==> src/rtl/keypad_entry.sv <==
// Credential-capture front end for the ATM core: decimal account/PIN entry,
// authentication hand-off, failed-attempt lockout and inactivity timeout.
module keypad_entry #(
  parameter int ACC_DIGITS     = 4,
  parameter int TIMEOUT_CYCLES = 1000,
  parameter int MAX_ATTEMPTS   = 3,
  parameter int LOCK_CYCLES    = 5000
) (
  input  logic        clk,
  input  logic        rst_n,
  input  logic        key_valid,
  input  logic [3:0]  key_code,
  input  logic        auth_valid,
  input  logic        auth_ok,
  output logic [11:0] acc_number,
  output logic [3:0]  pin,
  output logic        cred_valid,
  output logic        exit,
  output logic        session_active,
  output logic        locked,
  output logic        entry_error,
  output logic [1:0]  fail_count
);
  localparam int CNT_W = $clog2(ACC_DIGITS + 1);
  localparam int TMO_W = $clog2(TIMEOUT_CYCLES + 1);
  localparam int LCK_W = $clog2(LOCK_CYCLES + 1);
  localparam logic [3:0] KEY_CLEAR  = 4'hA;
  localparam logic [3:0] KEY_ENTER  = 4'hB;
  localparam logic [3:0] KEY_CANCEL = 4'hC;
  localparam logic [1:0] FAIL_MAX   = 2'(MAX_ATTEMPTS);
  localparam logic [CNT_W-1:0] CNT_MAX    = CNT_W'(ACC_DIGITS);
  localparam logic [TMO_W-1:0] TMO_RELOAD = TMO_W'(TIMEOUT_CYCLES - 1);
  localparam logic [LCK_W-1:0] LCK_LOAD   = LCK_W'(LOCK_CYCLES);

  typedef enum logic [2:0] {IDLE, ACC_ENTRY, PIN_ENTRY, SUBMIT, SESSION, LOCKED} state_t;
  state_t state, state_next;

  logic [13:0]      acc_acc, acc_acc_next;
  logic [CNT_W-1:0] acc_cnt, acc_cnt_next;
  logic [3:0]       pin_reg, pin_reg_next;
  logic             pin_set, pin_set_next;
  logic [11:0]      acc_number_next;
  logic [3:0]       pin_next;
  logic             cred_valid_next, exit_next, session_next, locked_next, entry_error_next;
  logic [1:0]       fail_next, fail_inc;
  logic [TMO_W-1:0] tmo_cnt, tmo_next;
  logic [LCK_W-1:0] lock_cnt, lock_next;
  logic [16:0]      acc_prod;
  logic             is_digit, tmo_active, tmo_expire;

  assign is_digit   = key_code <= 4'd9;
  assign acc_prod   = {3'b000, acc_acc} * 17'd10 + {13'd0, key_code};
  assign tmo_active = (state == ACC_ENTRY) || (state == PIN_ENTRY) ||
                      (state == SUBMIT) || (state == SESSION);
  // A key arriving on the expiry cycle wins: the counter reloads instead.
  assign tmo_expire = tmo_active && (tmo_cnt == '0) && !key_valid;
  assign fail_inc   = (fail_count >= FAIL_MAX) ? FAIL_MAX : fail_count + 2'd1;

  always_ff @(posedge clk or negedge rst_n) begin
    if (!rst_n) state <= IDLE;
    else        state <= state_next;
  end

  always_comb begin
    state_next       = state;
    acc_acc_next     = acc_acc;
    acc_cnt_next     = acc_cnt;
    pin_reg_next     = pin_reg;
    pin_set_next     = pin_set;
    acc_number_next  = acc_number;
    pin_next         = pin;
    cred_valid_next  = 1'b0;
    exit_next        = 1'b0;
    session_next     = session_active;
    locked_next      = locked;
    entry_error_next = 1'b0;
    fail_next        = fail_count;
    lock_next        = lock_cnt;

    if (tmo_expire) begin
      state_next      = IDLE;
      acc_acc_next    = '0;
      acc_cnt_next    = '0;
      pin_reg_next    = '0;
      pin_set_next    = 1'b0;
      acc_number_next = '0;
      pin_next        = '0;
      session_next    = 1'b0;
      exit_next       = (state == SESSION) || (state == SUBMIT);
    end else begin
      unique case (state)
        IDLE: if (key_valid && is_digit) begin
          acc_acc_next = {10'd0, key_code};
          acc_cnt_next = CNT_W'(1);
          state_next   = ACC_ENTRY;
        end
        ACC_ENTRY: if (key_valid) begin
          if (is_digit) begin
            if (acc_cnt == CNT_MAX || acc_prod > 17'd4095) begin
              entry_error_next = 1'b1;
              acc_acc_next     = '0;
              acc_cnt_next     = '0;
            end else begin
              acc_acc_next = acc_prod[13:0];
              acc_cnt_next = acc_cnt + CNT_W'(1);
            end
          end else if (key_code == KEY_CLEAR) begin
            acc_acc_next = '0;
            acc_cnt_next = '0;
          end else if (key_code == KEY_ENTER && acc_cnt != '0) begin
            pin_reg_next = '0;
            pin_set_next = 1'b0;
            state_next   = PIN_ENTRY;
          end else if (key_code == KEY_CANCEL) begin
            state_next = IDLE;
          end
        end
        PIN_ENTRY: if (key_valid) begin
          if (is_digit) begin
            pin_reg_next = key_code;
            pin_set_next = 1'b1;
          end else if (key_code == KEY_CLEAR) begin
            pin_reg_next = '0;
            pin_set_next = 1'b0;
          end else if (key_code == KEY_ENTER) begin
            if (!pin_set) entry_error_next = 1'b1;
            else begin
              acc_number_next = acc_acc[11:0];
              pin_next        = pin_reg;
              cred_valid_next = 1'b1;
              state_next      = SUBMIT;
            end
          end else if (key_code == KEY_CANCEL) begin
            state_next = IDLE;
          end
        end
        SUBMIT: if (auth_valid) begin
          if (auth_ok) begin
            fail_next    = '0;
            session_next = 1'b1;
            state_next   = SESSION;
          end else begin
            fail_next       = fail_inc;
            acc_number_next = '0;
            pin_next        = '0;
            if (fail_inc >= FAIL_MAX) begin
              locked_next = 1'b1;
              lock_next   = LCK_LOAD;
              state_next  = LOCKED;
            end else begin
              state_next = IDLE;
            end
          end
        end
        SESSION: if (key_valid && key_code == KEY_CANCEL) begin
          exit_next       = 1'b1;
          session_next    = 1'b0;
          acc_number_next = '0;
          pin_next        = '0;
          state_next      = IDLE;
        end
        LOCKED: begin
          if (lock_cnt == '0) begin
            locked_next = 1'b0;
            fail_next   = '0;
            state_next  = IDLE;
          end else begin
            lock_next = lock_cnt - LCK_W'(1);
          end
        end
        default: state_next = IDLE;
      endcase
    end

    if (key_valid || state_next != state || !tmo_active) tmo_next = TMO_RELOAD;
    else                                                 tmo_next = tmo_cnt - TMO_W'(1);
  end

  always_ff @(posedge clk or negedge rst_n) begin
    if (!rst_n) begin
      acc_acc        <= '0;
      acc_cnt        <= '0;
      pin_reg        <= '0;
      pin_set        <= 1'b0;
      acc_number     <= '0;
      pin            <= '0;
      cred_valid     <= 1'b0;
      exit           <= 1'b0;
      session_active <= 1'b0;
      locked         <= 1'b0;
      entry_error    <= 1'b0;
      fail_count     <= '0;
      tmo_cnt        <= TMO_RELOAD;
      lock_cnt       <= '0;
    end else begin
      acc_acc        <= acc_acc_next;
      acc_cnt        <= acc_cnt_next;
      pin_reg        <= pin_reg_next;
      pin_set        <= pin_set_next;
      acc_number     <= acc_number_next;
      pin            <= pin_next;
      cred_valid     <= cred_valid_next;
      exit           <= exit_next;
      session_active <= session_next;
      locked         <= locked_next;
      entry_error    <= entry_error_next;
      fail_count     <= fail_next;
      tmo_cnt        <= tmo_next;
      lock_cnt       <= lock_next;
    end
  end
endmodule

==> config.mk <==
export PLATFORM = sky130hd
export DESIGN_NAME = keypad_entry
export DESIGN_NICKNAME = d
export VERILOG_FILES = /design/src/rtl/keypad_entry.sv
export SDC_FILE = /design/constraint.sdc
export NUM_CORES = 1
export LEC_CHECK = 0
export CORE_UTILIZATION = 64
export DETAILED_ROUTE_END_ITERATION = 8
export HOLD_SLACK_MARGIN = 0.02
export PLACE_DENSITY_LB_ADDON = 0.08
export SLEW_MARGIN = 20
export SYNTH_ARGS = -nofsm -noshare
export SYNTH_HDL_FRONTEND = slang
export SYNTH_SLANG_ARGS = --single-unit
==> constraint.sdc <==
create_clock -name clk -period 10.05 [get_ports clk]
set_input_delay 1.005 -clock clk [delete_from_list [all_inputs] [get_ports clk]]
set_output_delay 1.005 -clock clk [all_outputs]
set_load 0.02 [all_outputs]
==> impl_results.md, run 1 <==
* Max Fanout on Critical Path at 12
* Critical path launch point: acc_acc[1]$_DFFE_PN0P_
* RSZ-0062 raised after global routing: no
* DRC at 2
* Skew-Pair Late Insertion Delay at 0.35 ns
* Min-Delay Path Class: register to register
* Initial DRC count at around 220
* # Post-CTS Setup Buffers at 0
* Mapped cell area at around 4400 um^2
* Post-route minimum period at 4.098 ns
* Final nets at 539
* All-Layer GR Usage at 29.41%
* Cell taking the most area after synthesis: dfrtp_1
* P per Cell Area at 254.3 nW/um^2
* CP max stage delay at 0.47 ns
* Routed vias/inst at 6.261
* Slowest cell on the critical path: dfrtp_1
* Core Util, Final at about 77%
* HPWL after detailed placement at between 6000 and 7000 um
* First-pass detailed-route iteration total at 7
* Antenna cell count at 0
* CTS resizes at 0
* LEAKAGE at about 2.3 nW
* RePlAce Congestion at 0.8547
* Type of origin of the critical path: register
* Worst Setup End Kind: register
* Actual slew at the worst max-slew pin at around 0.98 ns
* Initial antenna violation count at 0
* Max-Cap Viols at 0
* Core Box Area at between 6000 and 7000 um^2
* Top reg by flops: acc_acc
* Min-delay src: tmo_cnt[0]$_DFF_PN1_
* F_max at approximately 240 MHz
* Worst r2r src: acc_acc[1]$_DFFE_PN0P_
* Peak VDD IR at 0.1815 mV
* Share of layout cells above drive strength 1 at 9.761%
* Clock buffers created by TritonCTS at 9
* CP most frequent cell: a21oi_1
* Final count of hold timing violations at 0
* Die area at 7217 um^2
* WS Path Type: register to register
* First-pass GRT wire length at around 17,000 um
* CTS tree: built
* Setup TNS at 0 ns
* Reg clk slew, reported paths at 0.08 ns
* Ys flop type: dfrtp_1
* Height of the die at 84.96 um
* Tcrit/Tclk final at 40.78%
* Yosys warns at 0
* Deepest clock path buffer count at 2
* H-tree depth at 3
* Root buf cell: clkbuf_8
* Final setup vio count at 0
* Avg WL per Cell at 17.07 um
* Number of synthesized register bits at 71
* Initial core utilization at 67.81%
* Rows at 29
* Die Wd at around 85 um
* Area share of the largest cell type after synthesis at 35.80%
* Critical-path cell list: ha_1 -> ha_1 -> inv_1 -> fa_1 -> nand2b_1 -> a21oi_1 -> o21ai_0 -> a21oi_1 -> nand4_1 -> a211o_1 -> a21oi_1 -> nand3_1 -> o21ai_0
* Hold path cells at 1
* Post-route ant nets at 0
* Crit path depth at 13
* Number of primary I/O pins at 32
* Top cells by area, synth: dfrtp_1 (36%), ha_1 (8.8%), dfstp_2 (4.8%), nand2_1 (4.2%), a22o_1 (3.8%)
* Post-synth EDFFs at 0
* Delay-heaviest family, CP: compound AO/OA/AOI/OAI gates
* CP Data Required Time at 10.31 ns
* WP buf/inv at 1
* Avg Cell Area, Syn at approximately 9.5 um^2
* Syn Nets at 505
* Async SR Flop Fraction at 100.0%
* Status: finished, violations left
* Area Growth Syn to Fin at 13.64%
* Final WL at 9882 um
* Top flop regs: acc_acc x14, lock_cnt x13, acc_number x12
* Worst Reg-to-Reg Cells at 13
* Total gr overflow at 0
* Post-synth cell types at 68
* Worst path arrival time at about 4.4 ns
* Setup Skew at about 0.010 ns
* Vias in the first global route at 3,501
* Pin count of the biggest net entering global routing at 72
* Failing checks: design-rule violations
* Cell count after synthesis at 463
* Cts hold-fix bufs at 0
* Final Max Slew Viols at 0
* Max FFs per register at 14
* Max-Slew Margin vs Limit at 34.15%
* Seq/Total Area, Yosys at 40.57%
* Clk sinks at 71
* Port Buf Inserts at 31
* Vias at 3,625
[layer usage]
metal	routed length [um]	GRT usage (%)
met1	4403	39.29
met2	4816	48.61
met3	438	4.572
met4	223	11.09
met5	0	0
[power breakdown]
| group | switching [W] | internal, W | total [W] | leakage [nW] |
|---|---|---|---|---|
| clock | 0.000116 | 0.000147 | 0.000262 | 0.110 |
| combinational | 0.000338 | 0.000247 | 0.000586 | 1.24 |
| sequential | 0.0000778 | 0.000346 | 0.000424 | 0.930 |
| total | 0.000532 | 0.000741 | 0.00127 | 2.28 |
[path summary, 6_finish.rpt]
check / end / slack, ns
worst max-delay path: acc_acc[3]$_DFFE_PN0P_ / 5.95
max in group asynchronous: acc_number[5]$_DFFE_PN0P_ / 8.62
worst min-delay path: tmo_cnt[0]$_DFF_PN1_ / 0.46
worst max register to register: acc_acc[3]$_DFFE_PN0P_ / 5.95
min in group asynchronous: lock_cnt[5]$_DFFE_PN0P_ / 0.85
worst min register to register: tmo_cnt[0]$_DFF_PN1_ / 0.46
[placed cells by master (no fill, tap or decap), types with 3 or more instances in the layout]
master / count
a21o_1: 9
a21oi_1: 26
a22o_1: 19
a22oi_1: 5
a31oi_1: 5
and2_1: 5
and3_1: 3
buf_4: 4
clkbuf_8: 10
clkdlybuf4s50_1: 30
dfrtp_1: 63
dfstp_2: 8
ha_1: 31
inv_1: 21
mux2i_1: 4
nand2_1: 49
nand2b_1: 10
nand3_1: 9
nand4_1: 5
nor2_1: 27
nor2b_1: 8
nor3_1: 8
nor3b_1: 3
nor4_1: 3
o211ai_1: 6
o21a_1: 3
o21ai_0: 26
o21ai_1: 11
or3_1: 7
xnor2_1: 19
xor2_1: 10
[cells by family (layout without fill, tap and decap cells)]
logic type / count (synthesis) / count (layout) / synth area share (%)
AO/OA/AOI/OAI: 133 / 133 / 20.31
XOR/XNOR: 29 / 29 / 5.767
adder cells (fa/ha/maj): 33 / 33 / 9.716
buffers and inverters: 33 / 72 / 3.210
flip-flops: 71 / 71 / 40.57
multiplexers: 5 / 5 / 1.165
AND/OR/NAND/NOR: 159 / 159 / 19.26
[area by class of cell]
class                   instances  area [um^2]
multi-input cells             359         2485
flip-flops and latches         71         1787
fillers                       435         1490
repair buffers                 35        335.3
clock buffers                  11        141.4
well taps                      77        96.34
clock inverters                 5        81.33
inverters                      21        78.83
[worst reg2reg max path, delay by kind of cell (launching register included)]
family	cells	cell delay, ns
AO/OA/AOI/OAI	6	1.75
adder cells (fa/ha/maj)	3	0.94
flip-flops	1	0.47
AND/OR/NAND/NOR	3	0.79
buffers and inverters	1	0.07
[metrics by stage]
stage / instances / power, W / setup slack [ns] / hold WS (ns) / area (um^2)
final: 579 / 0.001273 / 5.952 / 0.4618 / 5005
after floorplan: 463 / 0.0008654 / 6.765 / 0.4281 / 4404
after detailed placement: 563 / 0.0009957 / 5.780 / 0.4473 / 4780
after CTS: 579 / 0.001266 / 6.019 / 0.4656 / 5002
after global placement: 563 / 0.0009799 / 5.982 / 0.4385 / 4780
after global routing: 579 / 0.001362 / 5.582 / 0.4776 / 5005
[Yosys cell counts, drive strengths merged, types with 10 or more instances]
cell and n:
a21oi 26, a22o 19, dfrtp 63, ha 31, inv 21, nand2 49
nand2b 10, nor2 28, o21ai 39, xnor2 19, xor2 10
Power figures use the tool's default switching activity.
==> run 2, diff against run 1 <==
CORE_UTILIZATION = 59   (was 64)
clock period = 3.86 ns   (was 10.05 ns; I/O delays follow)
==> run 2 against run 1 <==
Compared with the run above:
- the flow now finishes without violations
- non-clock buffer count is 8 higher
- flip-flop and latch count stayed put
- combinational power grew to 2.7 times the previous value
- clock skew hardly changed
- register-to-register slack worse by 5.7 ns
- clock power is 130% higher
- sequential share of layout area is 0.49 points lower
- largest cell class unchanged
==> impl_results.md, run 2 (synthesized netlist as in run 1, its figures left out) <==
* Max FFs per register at 14 (unchanged)
* Final count of hold timing violations at 0 (unchanged)
* Final nets at 547 (was 539)
* Type of origin of the critical path: register (unchanged)
* Comb pwr share at 48.1% (was 46.0%)
* Root buf cell: clkbuf_8 (unchanged)
* Port Buf Inserts at 31 (unchanged)
* Tcrit/Tclk final at 92.23% (was 40.78%)
* First-pass GRT wire length at 15,840 um (was 16,720 um)
* # Post-CTS Setup Buffers at 0 (unchanged)
* Antenna cell count at 0 (unchanged)
* Clock buffers created by TritonCTS at 9 (unchanged)
* Routed vias/inst at 5.944 (was 6.261)
* Final setup vio count at 0 (unchanged)
* Reg area at 1787 um^2 (unchanged)
* Max Fanout on Critical Path at 12 (unchanged)
* Max-Slew Margin vs Limit at 48.04% (was 34.15%)
* Status: completed (was finished, violations left)
* Core Box Area at 7253 um^2 (was 6495 um^2)
* Skew-Pair Late Insertion Delay at 0.34 ns (was 0.35 ns)
* CP max stage delay at 0.45 ns (was 0.47 ns)
* Setup WS pre-CTS at 0.04093 ns (was 5.780 ns)
* Top reg by flops: acc_acc (unchanged)
* CTS tree: built (unchanged)
* Top flop regs: acc_acc x14, lock_cnt x13, acc_number x12 (unchanged)
* H-tree depth at 3 (unchanged)
* Area Growth Syn to Fin at 15.23% (was 13.64%)
* All-Layer GR Usage at 26.21% (was 29.41%)
* Setup Skew at 0.009721 ns (was 0.01021 ns)
* Die Wd at 88.40 um (was 84.96 um)
* Total gr overflow at 0 (unchanged)
* Internal at 0.001901 W (was 0.0007407 W)
* First-pass detailed-route iteration total at 4 (was 7)
* Most common cell after layout, fill and taps aside: dfrtp_1 (unchanged)
* Fill count at 592 (was 435)
* CP most frequent cell: ha_1 (was a21oi_1)
* Post-route minimum period at 3.560 ns (was 4.098 ns)
* Vias at 3,620 (was 3,625)
* Final Max Slew Viols at 0 (unchanged)
* Deepest clock path buffer count at 2 (unchanged)
* Max-Cap Viols at 0 (unchanged)
* Net Sw Frac at 41.81% (was 41.80%)
* WS Path Type: register to register (unchanged)
* Slowest cell on the critical path: dfrtp_1 (unchanged)
* RePlAce Congestion at 0.9021 (was 0.8547)
* F_max at 280.9 MHz (was 244.0 MHz)
* Critical-path cell list: ha_1 -> ha_1 -> inv_1 -> fa_1 -> nand2b_1 -> a21oi_2 -> or3_1 -> nand4_1 -> nor4b_1 -> o2111a_1 -> a31o_2 -> nand3_2 -> o21ai_0 (was ha_1 -> ha_1 -> inv_1 -> fa_1 -> nand2b_1 -> a21oi_1 -> o21ai_0 -> a21oi_1 -> nand4_1 -> a211o_1 -> a21oi_1 -> nand3_1 -> o21ai_0)
* Setup ws final at 0.2998 ns (was 5.952 ns)
* Finished Cell Area at 5075 um^2 (was 5005 um^2)
* Min-Delay Path Class: input pin to async pin (was register to register)
* Most frequent cells in the layout: dfrtp_1 (63), nand2_1 (49), ha_1 (31), clkdlybuf4s50_1 (30), nor2_1 (28) (was dfrtp_1 (63), nand2_1 (49), ha_1 (31), clkdlybuf4s50_1 (30), nor2_1 (27))
* P_sw at 0.001366 W (was 0.0005320 W)
* P per Cell Area at 643.6 nW/um^2 (was 254.3 nW/um^2)
* Number of primary I/O pins at 32 (unchanged)
* Initial antenna violation count at 0 (unchanged)
* DRC at 0 (was 2)
* LEAKAGE at 2.303 nW (was 2.282 nW)
* Rows at 31 (was 29)
* Tot Pwr at 0.003266 W (was 0.001273 W)
* Peak VDD IR at 0.3781 mV (was 0.1815 mV)
* Cts hold-fix bufs at 0 (unchanged)
* Post-route ant nets at 0 (unchanged)
* Area of the multi-input gates at 2491 um^2 (was 2485 um^2)
* CP Data Required Time at 4.11 ns (was 10.31 ns)
* HPWL after detailed placement at 7026 um (was 6755 um)
* Pin count of the biggest net entering global routing at 37 (was 72)
* Initial core utilization at 60.72% (was 67.81%)
* Reg clk slew, reported paths at 0.08 ns (about the same)
* Worst path arrival time at 3.81 ns (was 4.36 ns)
* Clk sinks at 71 (unchanged)
* CTS resizes at 0 (unchanged)
* Worst Setup End Kind: register (unchanged)
* Share of layout cells above drive strength 1 at 11.37% (was 9.761%)
* Avg WL per Cell at 15.77 um (was 17.07 um)
* DP Area at 4867 um^2 (was 4780 um^2)
* Vias in the first global route at 3,531 (was 3,501)
* Flop pwr share at 33.7% (was 33.3%)
* Height of the die at 88.40 um (was 84.96 um)
* Initial DRC count at 185 (was 222)
* Final WL at 9602 um (was 9882 um)
* Die area at 7815 um^2 (was 7217 um^2)
* Actual slew at the worst max-slew pin at 0.7794 ns (was 0.9788 ns)
* Clock Power Share at 18.2% (was 20.6%)
## run 2: routing by layer
layer / track usage (%) / up-vias / wire [um]
met3: 6.716 / 13 / 358
met1: 32.36 / 1770 / 4357
met4: 8.358 / 0 / 126
li1: - / 1763 / -
met5: 0 / - / 0
met2: 44.97 / 74 / 4760
## run 2: power groups by stage
stage / Combinational [W] / Sequential [W] / Clock [W]
floorplan: 0.00120 / 0.00106 / 0
detailed placement: 0.00155 / 0.00111 / 0
finish: 0.00157 / 0.00110 / 0.000595
global placement: 0.00151 / 0.00111 / 0
CTS: 0.00157 / 0.00110 / 0.000604
global route: 0.00176 / 0.00113 / 0.000641
## run 2: critical path, delay by kind of cell, from the launching register on
kind	cells	cell delay, ns
compound gates	4	0.84
fa+ha+maj	3	0.91
buf+inv	1	0.07
flops	1	0.45
simple gates	5	1.18
## run 2: area by class of cell
| type | instances | share of cell area, % |
|---|---|---|
| Tap cell | 99 | 2.441 |
| Inverter | 21 | 1.553 |
| Clock inverter | 5 | 1.134 |
| Multi-Input combinational cell | 359 | 49.09 |
| Sequential cell | 71 | 35.21 |
| Clock buffer | 11 | 2.786 |
| Timing Repair Buffer | 43 | 7.791 |
## run 2: per-stage QoR
step	hold WS, ns	std cells	setup TNS (ns)	util, %
after detailed placement	0.4492	593	0	67.10
after global routing	0.1623	609	-0.01053	69.97
after global placement	0.4375	593	0	67.10
final	0.1167	609	0	69.97
after floorplan	0.09041	463	0	-
after CTS	0.1346	609	0	69.85
## run 2: final timing paths
path / startpoint / endpoint / slack (ns) / cells past startpoint
min: rst_n / tmo_cnt[4]$_DFF_PN0_ / 0.12 / 1
max: acc_acc[1]$_DFFE_PN0P_ / acc_acc[4]$_DFFE_PN0P_ / 0.30 / 13
max in group asynchronous: rst_n / acc_acc[7]$_DFFE_PN0P_ / 2.78 / 2
min in group clk: tmo_cnt[0]$_DFF_PN1_ / tmo_cnt[0]$_DFF_PN1_ / 0.47 / 1
max reg2reg: acc_acc[1]$_DFFE_PN0P_ / acc_acc[4]$_DFFE_PN0P_ / 0.30 / 13
min reg2reg: tmo_cnt[0]$_DFF_PN1_ / tmo_cnt[0]$_DFF_PN1_ / 0.47 / 1
